### config.mk
export PLATFORM = sky130hd
export DESIGN_NAME = tx_signal_generator
export DESIGN_NICKNAME = d
export VERILOG_FILES = /design/src/rtl/tx_pkg.sv /design/src/rtl/tx_prbs_lfsr.sv /design/src/rtl/tx_signal_generator.sv
export SDC_FILE = /design/constraint.sdc
export NUM_CORES = 1
export LEC_CHECK = 0
export ABC_AREA = 1
export BUFFER_PORTS_ARGS = -buffer_cell sky130_fd_sc_hd__buf_2
export CAP_MARGIN = 30
export CORE_MARGIN = 10
export CORE_UTILIZATION = 47
export DETAILED_ROUTE_END_ITERATION = 8
export GPL_TIMING_DRIVEN = 0
export PLACE_DENSITY_LB_ADDON = 0.3
export SKIP_CTS_REPAIR_TIMING = 1
export SYNTH_ARGS = -nofsm -noshare
export SYNTH_HDL_FRONTEND = slang
export SYNTH_HIERARCHICAL = 1
export SYNTH_SLANG_ARGS = --single-unit
### constraint.sdc
create_clock -name ctx_clk -period 2.15 [get_ports ctx_clk]
set_clock_uncertainty 0.2 [all_clocks]
set_input_delay 0.215 -clock ctx_clk [delete_from_list [all_inputs] [get_ports ctx_clk]]
set_output_delay 0.215 -clock ctx_clk [all_outputs]
set_load 0.03 [all_outputs]
### src/rtl/tx_pkg.sv
// Shared constants for the TX signal generator: default parameters, sine LUT,
// LFSR seed nibble/taps and FSM state encodings.
package tx_pkg;

    localparam int unsigned TX_SAMPLE_DIV_DEFAULT    = 128;
    localparam int unsigned TX_CHIPS_PER_SEQ_DEFAULT = 255;

    localparam logic [3:0] TX_SEED_NIBBLE = 4'hA;
    // Feedback taps b7, b5, b4, b3.
    localparam logic [7:0] TX_LFSR_TAPS   = 8'b1011_1000;

    localparam logic [1:0] ST_IDLE = 2'd0;
    localparam logic [1:0] ST_TX   = 2'd1;
    localparam logic [1:0] ST_DONE = 2'd2;

    function automatic logic signed [15:0] sine_lut(input logic [2:0] idx);
        logic signed [15:0] v;
        case (idx)
            3'd0:    v = 16'sd0;
            3'd1:    v = 16'sd11585;
            3'd2:    v = 16'sd16383;
            3'd3:    v = 16'sd11585;
            3'd4:    v = 16'sd0;
            3'd5:    v = -16'sd11585;
            3'd6:    v = -16'sd16383;
            default: v = -16'sd11585;
        endcase
        return v;
    endfunction

    // The low nibble is constant and non-zero, so the LFSR can never lock up.
    function automatic logic [7:0] make_seed(input logic [3:0] seq_id);
        return {seq_id, TX_SEED_NIBBLE};
    endfunction

endpackage

### src/rtl/tx_prbs_lfsr.sv
// 8-bit Fibonacci PRBS generator; shifts right with the tap parity entering b7,
// and presents b0 of the current state as the chip.
module tx_prbs_lfsr
    import tx_pkg::*;
(
    input  logic       clock,
    input  logic       reset,
    input  logic       enable,
    input  logic       load,
    input  logic [7:0] seed,
    input  logic       advance,
    output logic       chip
);

    logic [7:0] lfsr_q;
    logic [7:0] lfsr_d;

    // Load wins over advance so a new transmission always starts from its seed.
    always_comb begin
        lfsr_d = lfsr_q;
        if (enable) begin
            if (load) begin
                lfsr_d = seed;
            end else if (advance) begin
                lfsr_d = {^(lfsr_q & TX_LFSR_TAPS), lfsr_q[7:1]};
            end
        end
    end

    always_ff @(posedge clock) begin
        if (reset) begin
            lfsr_q <= '0;
        end else begin
            lfsr_q <= lfsr_d;
        end
    end

    assign chip = lfsr_q[0];

endmodule

### src/rtl/tx_signal_generator.sv
// BPSK-style PRBS sine-chip transmitter: IDLE -> TX -> DONE -> IDLE.
// Optional first-sample timestamp counter enabled by macro TX_TIMESTAMP_EN.
module tx_signal_generator
    import tx_pkg::*;
#(
    parameter int unsigned SAMPLE_DIV    = TX_SAMPLE_DIV_DEFAULT,
    parameter int unsigned CHIPS_PER_SEQ = TX_CHIPS_PER_SEQ_DEFAULT
) (
    input  logic               ctx_clk,
    input  logic               rtx_rst,
    input  logic               etx_en,
    input  logic               istart,
    input  logic [3:0]         iseq_id,
    output logic signed [15:0] osample,
    output logic               osample_valid,
    output logic               obusy,
    output logic               odone,
    output logic [31:0]        otx_timestamp
);

    localparam int DIV_W  = (SAMPLE_DIV > 1) ? $clog2(SAMPLE_DIV) : 1;
    localparam int CHIP_W = $clog2(CHIPS_PER_SEQ + 1);

    logic [1:0]         state_q,    state_d;
    logic [DIV_W-1:0]   div_q,      div_d;
    logic [2:0]         sidx_q,     sidx_d;
    logic [CHIP_W-1:0]  chip_cnt_q, chip_cnt_d;
    logic signed [15:0] osample_q,  osample_d;
    logic               valid_q,    valid_d;
    logic               done_q,     done_d;

    logic               strobe;
    logic               lfsr_load;
    logic               lfsr_adv;
    logic               chip;
    logic [7:0]         seed;
    logic signed [15:0] lut_val;

    assign seed    = make_seed(iseq_id);
    assign lut_val = sine_lut(sidx_q);

    tx_prbs_lfsr u_lfsr (
        .clock   (ctx_clk),
        .reset   (rtx_rst),
        .enable  (etx_en),
        .load    (lfsr_load),
        .seed    (seed),
        .advance (lfsr_adv),
        .chip    (chip)
    );

    // chip_cnt_q reaching CHIPS_PER_SEQ means every sample has been emitted,
    // so TX leaves on the clock right after the final strobe.
    always_comb begin
        state_d    = state_q;
        div_d      = div_q;
        sidx_d     = sidx_q;
        chip_cnt_d = chip_cnt_q;
        osample_d  = osample_q;
        valid_d    = 1'b0;
        done_d     = 1'b0;
        strobe     = 1'b0;
        lfsr_load  = 1'b0;
        lfsr_adv   = 1'b0;
        case (state_q)
            ST_IDLE: begin
                if (istart) begin
                    state_d    = ST_TX;
                    div_d      = '0;
                    sidx_d     = '0;
                    chip_cnt_d = '0;
                    lfsr_load  = 1'b1;
                end
            end
            ST_TX: begin
                if (chip_cnt_q == CHIP_W'(CHIPS_PER_SEQ)) begin
                    state_d = ST_DONE;
                    done_d  = 1'b1;
                end else begin
                    strobe = (div_q == '0);
                    div_d  = (div_q == DIV_W'(SAMPLE_DIV - 1)) ? '0 : div_q + DIV_W'(1);
                    if (strobe) begin
                        valid_d   = 1'b1;
                        osample_d = chip ? lut_val : -lut_val;
                        sidx_d    = sidx_q + 3'd1;
                        if (sidx_q == 3'd7) begin
                            lfsr_adv   = 1'b1;
                            chip_cnt_d = chip_cnt_q + CHIP_W'(1);
                        end
                    end
                end
            end
            ST_DONE: begin
                state_d   = ST_IDLE;
                osample_d = '0;
            end
            default: begin
                state_d = ST_IDLE;
            end
        endcase
    end

    // With the enable low everything holds; only the one-clock pulses drop.
    always_ff @(posedge ctx_clk) begin
        if (rtx_rst) begin
            state_q    <= ST_IDLE;
            div_q      <= '0;
            sidx_q     <= '0;
            chip_cnt_q <= '0;
            osample_q  <= '0;
            valid_q    <= 1'b0;
            done_q     <= 1'b0;
        end else if (etx_en) begin
            state_q    <= state_d;
            div_q      <= div_d;
            sidx_q     <= sidx_d;
            chip_cnt_q <= chip_cnt_d;
            osample_q  <= osample_d;
            valid_q    <= valid_d;
            done_q     <= done_d;
        end else begin
            valid_q    <= 1'b0;
            done_q     <= 1'b0;
        end
    end

`ifdef TX_TIMESTAMP_EN
    logic [31:0] ts_cnt_q;
    logic [31:0] ts_q;

    // The first strobe of a run is the only one with chip 0, sample 0.
    always_ff @(posedge ctx_clk) begin
        if (rtx_rst) begin
            ts_cnt_q <= '0;
            ts_q     <= '0;
        end else if (etx_en) begin
            ts_cnt_q <= ts_cnt_q + 32'd1;
            if (strobe && (chip_cnt_q == '0) && (sidx_q == 3'd0)) begin
                ts_q <= ts_cnt_q;
            end
        end
    end

    assign otx_timestamp = ts_q;
`else
    assign otx_timestamp = '0;
`endif

    assign osample       = osample_q;
    assign osample_valid = valid_q;
    assign obusy         = (state_q != ST_IDLE);
    assign odone         = done_q;

endmodule

==> results.cfg, run 1 <==
[yosys]
synth_edf_count = 0
synthSimpleGateAreaFrac = 0.305
synth_warnings = 6
synth.most_common_cell = nand2_1
synth_cells = 376
synth_compound_area_frac = 0.149
synth-seq-area-share = 0.302
yosys-top-cells-area = dfxtp_1, nand2_1, buf_4
synthAdderAreaFrac = 0.0387
synth_top_family_by_area = simple AND/OR/NAND/NOR gates
ys_ff_latch = 39
synth_xor_area_frac = 0.0102
yosysTopAreaCell = dfxtp_1
async_flop_share = 0
yosys-top-cells-count = nand2_1, nor2_1, buf_4
yosys.area.top_type_share = 0.302
syn_area_per_cell_sq_um = 6.88
synth_cell_type_count = 35
syn_area_sq_um = 2590
synthMuxAreaShare = 0
synth_flop_cell = dfxtp_1

[critical_path]
path_cells = inv_1 > ha_1 > inv_1 > nor2_1 > nand3_1 > nor3_2 > o21ai_4 > buf_4 > nor2_1 > a211oi_2
path_buf_inv = 3
required_ps = 2100
cp_top_family = simple AND/OR/NAND/NOR gates
cp_max_fo = 4
cp.arrival_ps = 1950
crit_slowest_cell = dfxtp_1
critPathLaunchType = flip-flop
cp_slowest_stage_delay_ps = 350
end_kind = flip-flop
timing_worst_setup_path_type = reg -> reg

[timing]
finalCriticalPeriod_ps = 2000
maxClockFrequency_ghz = 0.500
maxSlewViolCount = 0
finalHoldViolCount = 0
rsz0062_at_grt = yes
fin_crit_sh = 0.930
slew_headroom = 0.641
setup-violations-final = 0
setup_ws_ps = 151
worst_pin_slew_ps = 539

[power_and_ir_drop]
peakVddDrop_uv = 430
total_power_mw = 1.82
total_leakage_power_nw = 1.47
power_density_nw_per_um2 = 599

[finish]
multiInputGateArea_sq_um = 1440
fin_util = 0.579
n_antenna_cell = 0
design_area_sq_um = 3030
nFillCells = 528
layout-drive-gt1-share = 0.243
final-seq-area_sq_um = 785
nNetsFinal = 460
instances_no_fill = 515
area_growth_pct = 17.3

[global_routing]
gr-usage-all-layers = 0.129
antenna_found_initial = 0
grt-ovfl-total = 0
first_global_vias = 2273
grt_pass1_wl_mm = 9.74
grt_max_degree = 12

[route]
drt_pass1_iterations = 4
drtIter0Drc = 101
via_per_inst = 4.45
wl_mm = 5.48
vias = 2292
ant_nets = 0
drc_errors = 0
routedWlPerCell_microns = 10.6

[run]
drv_cap = 0

[clock_tree]
path_clk_slew_ps = 80
clk_latency_ps = 290
cts_made_buffers = 5
cts_tree = done
cts.sink_count = 39
root_buffer = clkbuf_8
htreeDepth = 2
clk_path_buf_depth = 2

[place]
placed_cells = 505
io_buffers = 25
gp_congestion = 0.832
place_area_sq_um = 2930
dp_slack_ps = 49.6
dp_hpwl_mm = 4.28

[die]
core-area_sq_um = 5240
dieArea_sq_um = 8870
num_io_pins = 59
die_h_microns = 94.2
start_util = 0.494
row_count = 26
die_x_microns = 94.2

[worst_hold_path]
worstHoldPathType = in -> reg

[status]
status = complete, no violations
-- state kept, by name, indices dropped and copies added (netlist names) --
| register | flops |
|---|---|
| osample | 9 |
| osample_valid | 1 |
| u_lfsr/lfsr_q | 8 |
| odone | 1 |
| div_q | 7 |
| state_q | 2 |
| chip_cnt_q | 8 |
| sidx_q | 3 |
-- logic make-up (layout without fill, tap and decap cells) --
| logic type | after synthesis | count (layout) |
|---|---|---|
| other | 2 | 36 |
| buffers and inverters | 87 | 122 |
| adders and majority gates | 8 | 8 |
| and+or+nand+nor | 178 | 178 |
| AOI/OAI and AO/OA | 59 | 59 |
| xor gates and xnor gates | 3 | 3 |
| DFF | 39 | 39 |
-- per-layer routing --
metal / GRT usage / vias to the layer above / share of wire
met5: 0 / - / 0
met4: 0.0380 / 0 / 0.0031
met3: 0.0384 / 2 / 0.049
met2: 0.232 / 40 / 0.51
met1: 0.141 / 996 / 0.43
li1: - / 1254 / -
-- cells in the final DEF (no fill, tap or decap), drive strengths merged, types with 2 or more instances in the layout --
master | Yosys | routed
ha | 8 | 8
a211oi | 7 | 7
dfxtp | 39 | 39
xor2 | 2 | 2
buf | 44 | 71
clkbuf | 1 | 8
o21ai | 25 | 25
clkinv | 1 | 2
a21oi | 23 | 23
nand4 | 2 | 2
nor3 | 3 | 3
nand2 | 91 | 91
inv | 41 | 41
nand3b | 5 | 5
nor2 | 60 | 60
conb | 2 | 36
nand3 | 16 | 16
o21bai | 2 | 2
-- report_power, final --
part	internal (mW)	switching (mW)	leakage [nW]	total (mW)
clock	0.228	0.258	0.0422	0.486
combinational	0.185	0.361	1.11	0.546
sequential	0.757	0.0287	0.318	0.786
total	1.17	0.647	1.47	1.82
-- per-stage QoR --
stage	hold WS, ps	setup TNS, ps
after floorplan	183	0
after global placement	251	0
after detailed placement	259	0
after CTS	74.1	0
after global routing	81.0	-109
final	83.3	0
-- final timing paths --
check / startpoint / to / slack [ps] / cells past startpoint
setup / recovery: div_q[0]$_SDFFE_PP0P_ / u_lfsr/lfsr_q[6]$_SDFFE_PP0P_ / 150 / 10
hold / removal: etx_en / odone$_SDFF_PP0_ / 80 / 3
setup reg to reg: div_q[0]$_SDFFE_PP0P_ / u_lfsr/lfsr_q[6]$_SDFFE_PP0P_ / 150 / 10
hold reg to reg: u_lfsr/lfsr_q[1]$_SDFFE_PP0P_ / u_lfsr/lfsr_q[1]$_SDFFE_PP0P_ / 270 / 2
-- worst reg2reg max path, cell delays in order (launching register included) --
cell      delay [ps]
dfxtp_1          350
inv_1             80
ha_1             150
inv_1             40
nor2_1            70
nand3_1          190
nor3_2           330
o21ai_4          110
buf_4            160
nor2_1           140
a211oi_2          50
-- final cells by class --
type,instances,area share
clock buffers,7,0.0252
inverters,42,0.0536
multi-input cells,284,0.476
well taps,70,0.0289
plain buffers,45,0.110
clock inverters,1,0.00165
repair buffers,27,0.0462
flip-flops and latches,39,0.259
Power figures use the tool's default switching activity.
==> run 2, diff against run 1 <==
--- a/config.mk
+++ b/config.mk
@@ -5,11 +5,12 @@
 export SDC_FILE = /design/constraint.sdc
 export NUM_CORES = 1
 export LEC_CHECK = 0
-export ABC_AREA = 1
+export ABC_CLOCK_PERIOD_IN_PS = 2150
 export BUFFER_PORTS_ARGS = -buffer_cell sky130_fd_sc_hd__buf_2
 export CAP_MARGIN = 30
 export CORE_MARGIN = 10
 export CORE_UTILIZATION = 47
+export CTS_CLUSTER_DIAMETER = 40
 export DETAILED_ROUTE_END_ITERATION = 8
 export GPL_TIMING_DRIVEN = 0
 export PLACE_DENSITY_LB_ADDON = 0.3
==> run 2 against run 1 <==
The run now ends with hold timing, setup timing left. Area after synthesis is 5.4% lower. Critical path depth decreased by 3. Global-route usage fell by 1.0 points. Power grew 0.73%. Cell count shrank 16%. Wire length down 4.6%. Die area fell by 4.3%. Via count is 8.5% lower. Critical path type unchanged. Critical endpoint is now u_lfsr/lfsr_q[7]$_SDFFE_PP0P_. Largest cell class unchanged.
==> results.cfg, run 2 <==
[status]
status = finished, violations left
violations = hold timing, setup timing

[global_routing]
first_global_vias = 1912
grt_pass1_wl_mm = 8.65
antenna_found_initial = 0
gr-usage-all-layers = 0.119
grt-ovfl-total = 0
grt_max_degree = 13

[die]
start_util = 0.482
num_io_pins = 59
die_x_microns = 92.1
die_h_microns = 92.1
core-area_sq_um = 5070
row_count = 26
dieArea_sq_um = 8490

[route]
drc_errors = 0
routedWlPerCell_microns = 12.1
drt_pass1_iterations = 4
vias = 2097
via_per_inst = 4.84
drtIter0Drc = 136
wl_mm = 5.23
ant_nets = 0

[power_and_ir_drop]
power_density_nw_per_um2 = 597
total_leakage_power_nw = 1.34
peakVddDrop_uv = 325

[timing]
finalCriticalPeriod_ps = 2180
maxSlewViolCount = 0
setup-violations-final = 1
finalHoldViolCount = 1
slew_headroom = 0.609
worst_pin_slew_ps = 586
fin_crit_sh = 1.01
hold_ws_ps = -14.2
maxClockFrequency_ghz = 0.459
rsz0062_at_grt = yes
setup_ws_ps = -27.9

[critical_path]
cp_slowest_stage_delay_ps = 580
timing_worst_setup_path_type = reg -> reg
cp.arrival_ps = 2200
end_kind = flip-flop
path_cells = or4_4 > a211oi_2 > and4_4 > o21a_4 > buf_12 > nand2_2 > o221ai_2
critPathLaunchType = flip-flop
path_buf_inv = 1
required_ps = 2170
crit_slowest_cell = or4_4
cp_max_fo = 8
cp_top_family = simple AND/OR/NAND/NOR gates
ff2ff_setup_slack_ps = -30

[place]
place_area_sq_um = 2790
placed_cells = 420
dp_hpwl_mm = 3.96
gp_congestion = 0.837
io_buffers = 26
dp_slack_ps = -187

[yosys]
synth_top_family_by_area = simple AND/OR/NAND/NOR gates
synth-seq-area-share = 0.319
synthAdderAreaFrac = 0.0409
yosys.area.top_type_share = 0.319
async_flop_share = 0
synth_cells = 290
yosysTopAreaCell = dfxtp_1
yosys-top-cells-count = buf_4, dfxtp_1, nor2_1
synth_edf_count = 0
synthSimpleGateAreaFrac = 0.236
synthMuxAreaShare = 0.0373
syn_area_per_cell_sq_um = 8.43
syn_area_sq_um = 2450
synth_flop_cell = dfxtp_1
synth_xor_area_frac = 0.0394
synth_cell_type_count = 52
yosys-top-cells-area = dfxtp_1, buf_4, nor2_1
synth_compound_area_frac = 0.163
ys_ff_latch = 39
synth_warnings = 6

[clock_tree]
clk_latency_ps = 290
path_clk_slew_ps = 80
cts_tree = done
clk_path_buf_depth = 2
root_buffer = clkbuf_8
cts.sink_count = 39
cts_made_buffers = 5
htreeDepth = 2

[finish]
layout_commonest_cell = buf_4
area_growth_pct = 25.4
design_area_sq_um = 3070
n_antenna_cell = 0
nNetsFinal = 378
instances_no_fill = 433
nFillCells = 468
largest_reg_flops = 9
layout-drive-gt1-share = 0.322
final_cell_mix = buf_4, dfxtp_1, conb_1

[run]
drv_cap = 0

[worst_hold_path]
worstHoldPathType = in -> reg
[run 2: routing by layer]
layer / vias to the layer above / share of wire / global-route usage
li1: 1079 / - / -
met1: 938 / 0.45 / 0.144
met2: 75 / 0.45 / 0.189
met3: 5 / 0.092 / 0.0465
met4: 0 / 0.011 / 0.0386
met5: - / 0 / 0
[run 2: worst paths after layout]
check	startpoint	endpoint	cells after the start
min	iseq_id[3]	u_lfsr/lfsr_q[7]$_SDFFE_PP0P_	3
min reg2reg	osample[6]$_SDFFE_PP0P_	osample[6]$_SDFFE_PP0P_	2
max	div_q[6]$_SDFFE_PP0P_	u_lfsr/lfsr_q[7]$_SDFFE_PP0P_	7
max reg2reg	div_q[6]$_SDFFE_PP0P_	u_lfsr/lfsr_q[7]$_SDFFE_PP0P_	7
[run 2: tightest hold or removal path, delay by kind of cell]
kind / cells / cell delay, ps
AND/OR/NAND/NOR: 1 / 90
AO/OA/AOI/OAI: 1 / 70
buffers and inverters: 1 / 80
[run 2: cell type report]
cell class,count,area [sq um],area share
flip-flops and latches,39,786,0.256
plain buffers,48,352,0.115
well taps,70,87.6,0.0286
inverters,9,36.3,0.0118
clock inverters,2,60.1,0.0196
repair buffers,33,200,0.0653
multi-input cells,226,1470,0.480
clock buffers,6,72.6,0.0237
[run 2: through the flow]
step	hold slack (ps)	utilization	total power [mW]	TNS [ps]
2_1_floorplan	195	-	1.05	0
3_3_place_gp	250	0.550	1.09	-1790
3_5_place_dp	254	0.550	1.09	-2550
4_1_cts	-21.3	0.576	1.82	-3000
5_1_grt	1.04	0.604	1.92	-389
6_report	-14.2	0.604	1.83	-27.9
[run 2: kinds of logic after synthesis]
family                   count (synthesis)
AO/OA/AOI/OAI                           51
XOR/XNOR                                11
adder cells (fa/ha/maj)                  8
buffers and inverters                   59
flip-flops                              39
multiplexers                             9
other                                    2
AND/OR/NAND/NOR                        111
[run 2: report_power, final]
group / total (mW) / internal, mW / switching, mW
Combinational: 0.350 / 0.135 / 0.215
Clock: 0.723 / 0.464 / 0.259
Sequential: 0.757 / 0.740 / 0.0170
Total: 1.83 / 1.34 / 0.491
==> run 3, diff against run 2 <==
--- a/config.mk
+++ b/config.mk
@@ -17,5 +17,4 @@
 export SKIP_CTS_REPAIR_TIMING = 1
 export SYNTH_ARGS = -nofsm -noshare
 export SYNTH_HDL_FRONTEND = slang
-export SYNTH_HIERARCHICAL = 1
 export SYNTH_SLANG_ARGS = --single-unit
==> run 3 against run 2 <==
The flow now finishes without violations. Die area grew 2.9%. Power shrank 8.4%. Combinational power grew 12%. Clock power shrank 27%. Non-clock buffer count grew 3. Global-route usage grew 2.3 points. Critical path depth grew 3. Sequential power is essentially flat. Clock-buffer cell count shrank 1. Sequential share of layout area shrank 0.34 points. Cell count grew 1.4%. Largest power group unchanged. Highest routed layer unchanged.
==> results.cfg, run 3 <==
[global_routing]
antenna_found_initial = 0
grt_max_degree = 15
first_global_vias = 2189
grt_pass1_wl_mm = 10.3
gr-usage-all-layers = 0.142
grt-ovfl-total = 0

[route]
met3RoutedLength_microns = 533
wl_mm = 6.43
drt_pass1_iterations = 4
drc_errors = 0
vias = 2329
wl_met1_mm = 2.75
met2WireLength_mm = 3.06
via_per_inst = 5.31
ant_nets = 0
top_layer_used = met4
routedWlPerCell_microns = 14.6
drtIter0Drc = 155

[run]
drv_cap = 0

[clock_tree]
path_clk_slew_ps = 80
htreeDepth = 2
clk_path_buf_depth = 2
cts_tree = done
root_buffer = clkbuf_8
clk_latency_ps = 300
cts.sink_count = 39
cts_made_buffers = 5

[finish]
largest_reg_flops = 9
n_antenna_cell = 0
nFillCells = 460
area_growth_pct = 22.2
layout-drive-gt1-share = 0.306
nNetsFinal = 384
fin_util = 0.599
layout_commonest_cell = buf_4
final_cell_mix = buf_4, dfxtp_1, conb_1

[timing]
setup-violations-final = 0
finalCriticalPeriod_ps = 2130
maxClockFrequency_ghz = 0.470
maxSlewViolCount = 0
fin_crit_sh = 0.989
slew_headroom = 0.624
rsz0062_at_grt = yes
hold_ws_ps = 47.6
worst_pin_slew_ps = 564
finalHoldViolCount = 0
timing.setup.tns_ps = 0

[die]
core-area_sq_um = 5170
num_io_pins = 59
row_count = 26
start_util = 0.490
die_x_microns = 93.5
die_h_microns = 93.5
dieArea_sq_um = 8730

[power_and_ir_drop]
peakVddDrop_uv = 454
total_leakage_power_nw = 1.35
power_density_nw_per_um2 = 541

[critical_path]
rr_worst_depth = 10
cp_max_fo = 9
end_kind = flip-flop
critPathLaunchType = flip-flop
ff2ff_setup_slack_ps = 20
timing_worst_setup_path_type = reg -> reg
required_ps = 2130
cp.arrival_ps = 2110

[place]
io_buffers = 26
gp_congestion = 0.882
dp_hpwl_mm = 4.76

[yosys]
synth_warnings = 0
syn_area_sq_um = 2540
synth_edf_count = 0
ys_ff_latch = 39
synth_flop_cell = dfxtp_1
synth-seq-area-share = 0.308
yosysTopAreaCell = dfxtp_1
synth_cells = 300
synth.most_common_cell = buf_4
yosys-top-cells-count = buf_4, dfxtp_1, nand2_1
synth_cell_type_count = 60
yosys.area.top_type_share = 0.308
async_flop_share = 0
yosys-top-cells-area = dfxtp_1, buf_4, ha_1
syn_area_per_cell_sq_um = 8.45

[status]
status = complete, no violations

[worst_hold_path]
worstHoldPathType = in -> reg
whs_path_depth = 3
-- run 3: final cells by class --
type	count	area, sq um	share of cell area
inverters	17	63.8	0.0206
repair buffers	30	160	0.0517
multi-input cells	221	1540	0.496
well taps	70	87.6	0.0283
flip-flops and latches	39	783	0.253
clock buffers	5	68.8	0.0222
clock inverters	3	23.8	0.00767
plain buffers	54	375	0.121
-- run 3: cell families after synthesis --
family,after synthesis,synth area share
muxes,9,0.0360
AOI/OAI and AO/OA,82,0.244
and+or+nand+nor,86,0.191
buffers and inverters,71,0.166
xor gates and xnor gates,4,0.0138
adders and majority gates,8,0.0395
DFF,39,0.308
other,1,0.00148
-- run 3: path summary, 6_finish.rpt --
kind,endpoint,startpoint
hold reg to reg,u_lfsr.lfsr_q[0]$_SDFFE_PP0P_,u_lfsr.lfsr_q[1]$_SDFFE_PP0P_
hold / removal,osample[14]$_SDFFE_PP0P_,etx_en
setup reg to reg,osample[14]$_SDFFE_PP0P_,sidx_q[0]$_SDFFE_PP0P_
setup / recovery,osample[14]$_SDFFE_PP0P_,sidx_q[0]$_SDFFE_PP0P_
-- run 3: through the flow --
step	cell area, sq um	instances	total power, mW	setup slack (ps)
6_report	3100	439	1.68	23.1
2_1_floorplan	2660	331	1.07	34.6
4_1_cts	2970	435	1.66	-324
3_3_place_gp	2880	427	1.13	-170
3_5_place_dp	2880	427	1.14	-311
5_1_grt	3100	439	1.75	-70.3
-- run 3: worst max-delay path, stage by stage (launching register included) --
cell       delay, ps
dfxtp_2          350
buf_6            140
inv_2             60
ha_4             170
mux2_4           300
inv_2            100
ha_4             160
inv_1             60
o311a_1          280
o2111ai_1         90
o21ai_0           90
-- run 3: report_power, final --
part,switching (mW),internal (mW)
logic,0.254,0.138
registers,0.0176,0.742
clock network,0.293,0.232
-- run 3: metal layers --
metal | track usage | vias up
met5 | 0 | -
met4 | 0.0463 | 0
met3 | 0.0504 | 9
met2 | 0.238 | 65
met1 | 0.164 | 1086
li1 | - | 1169
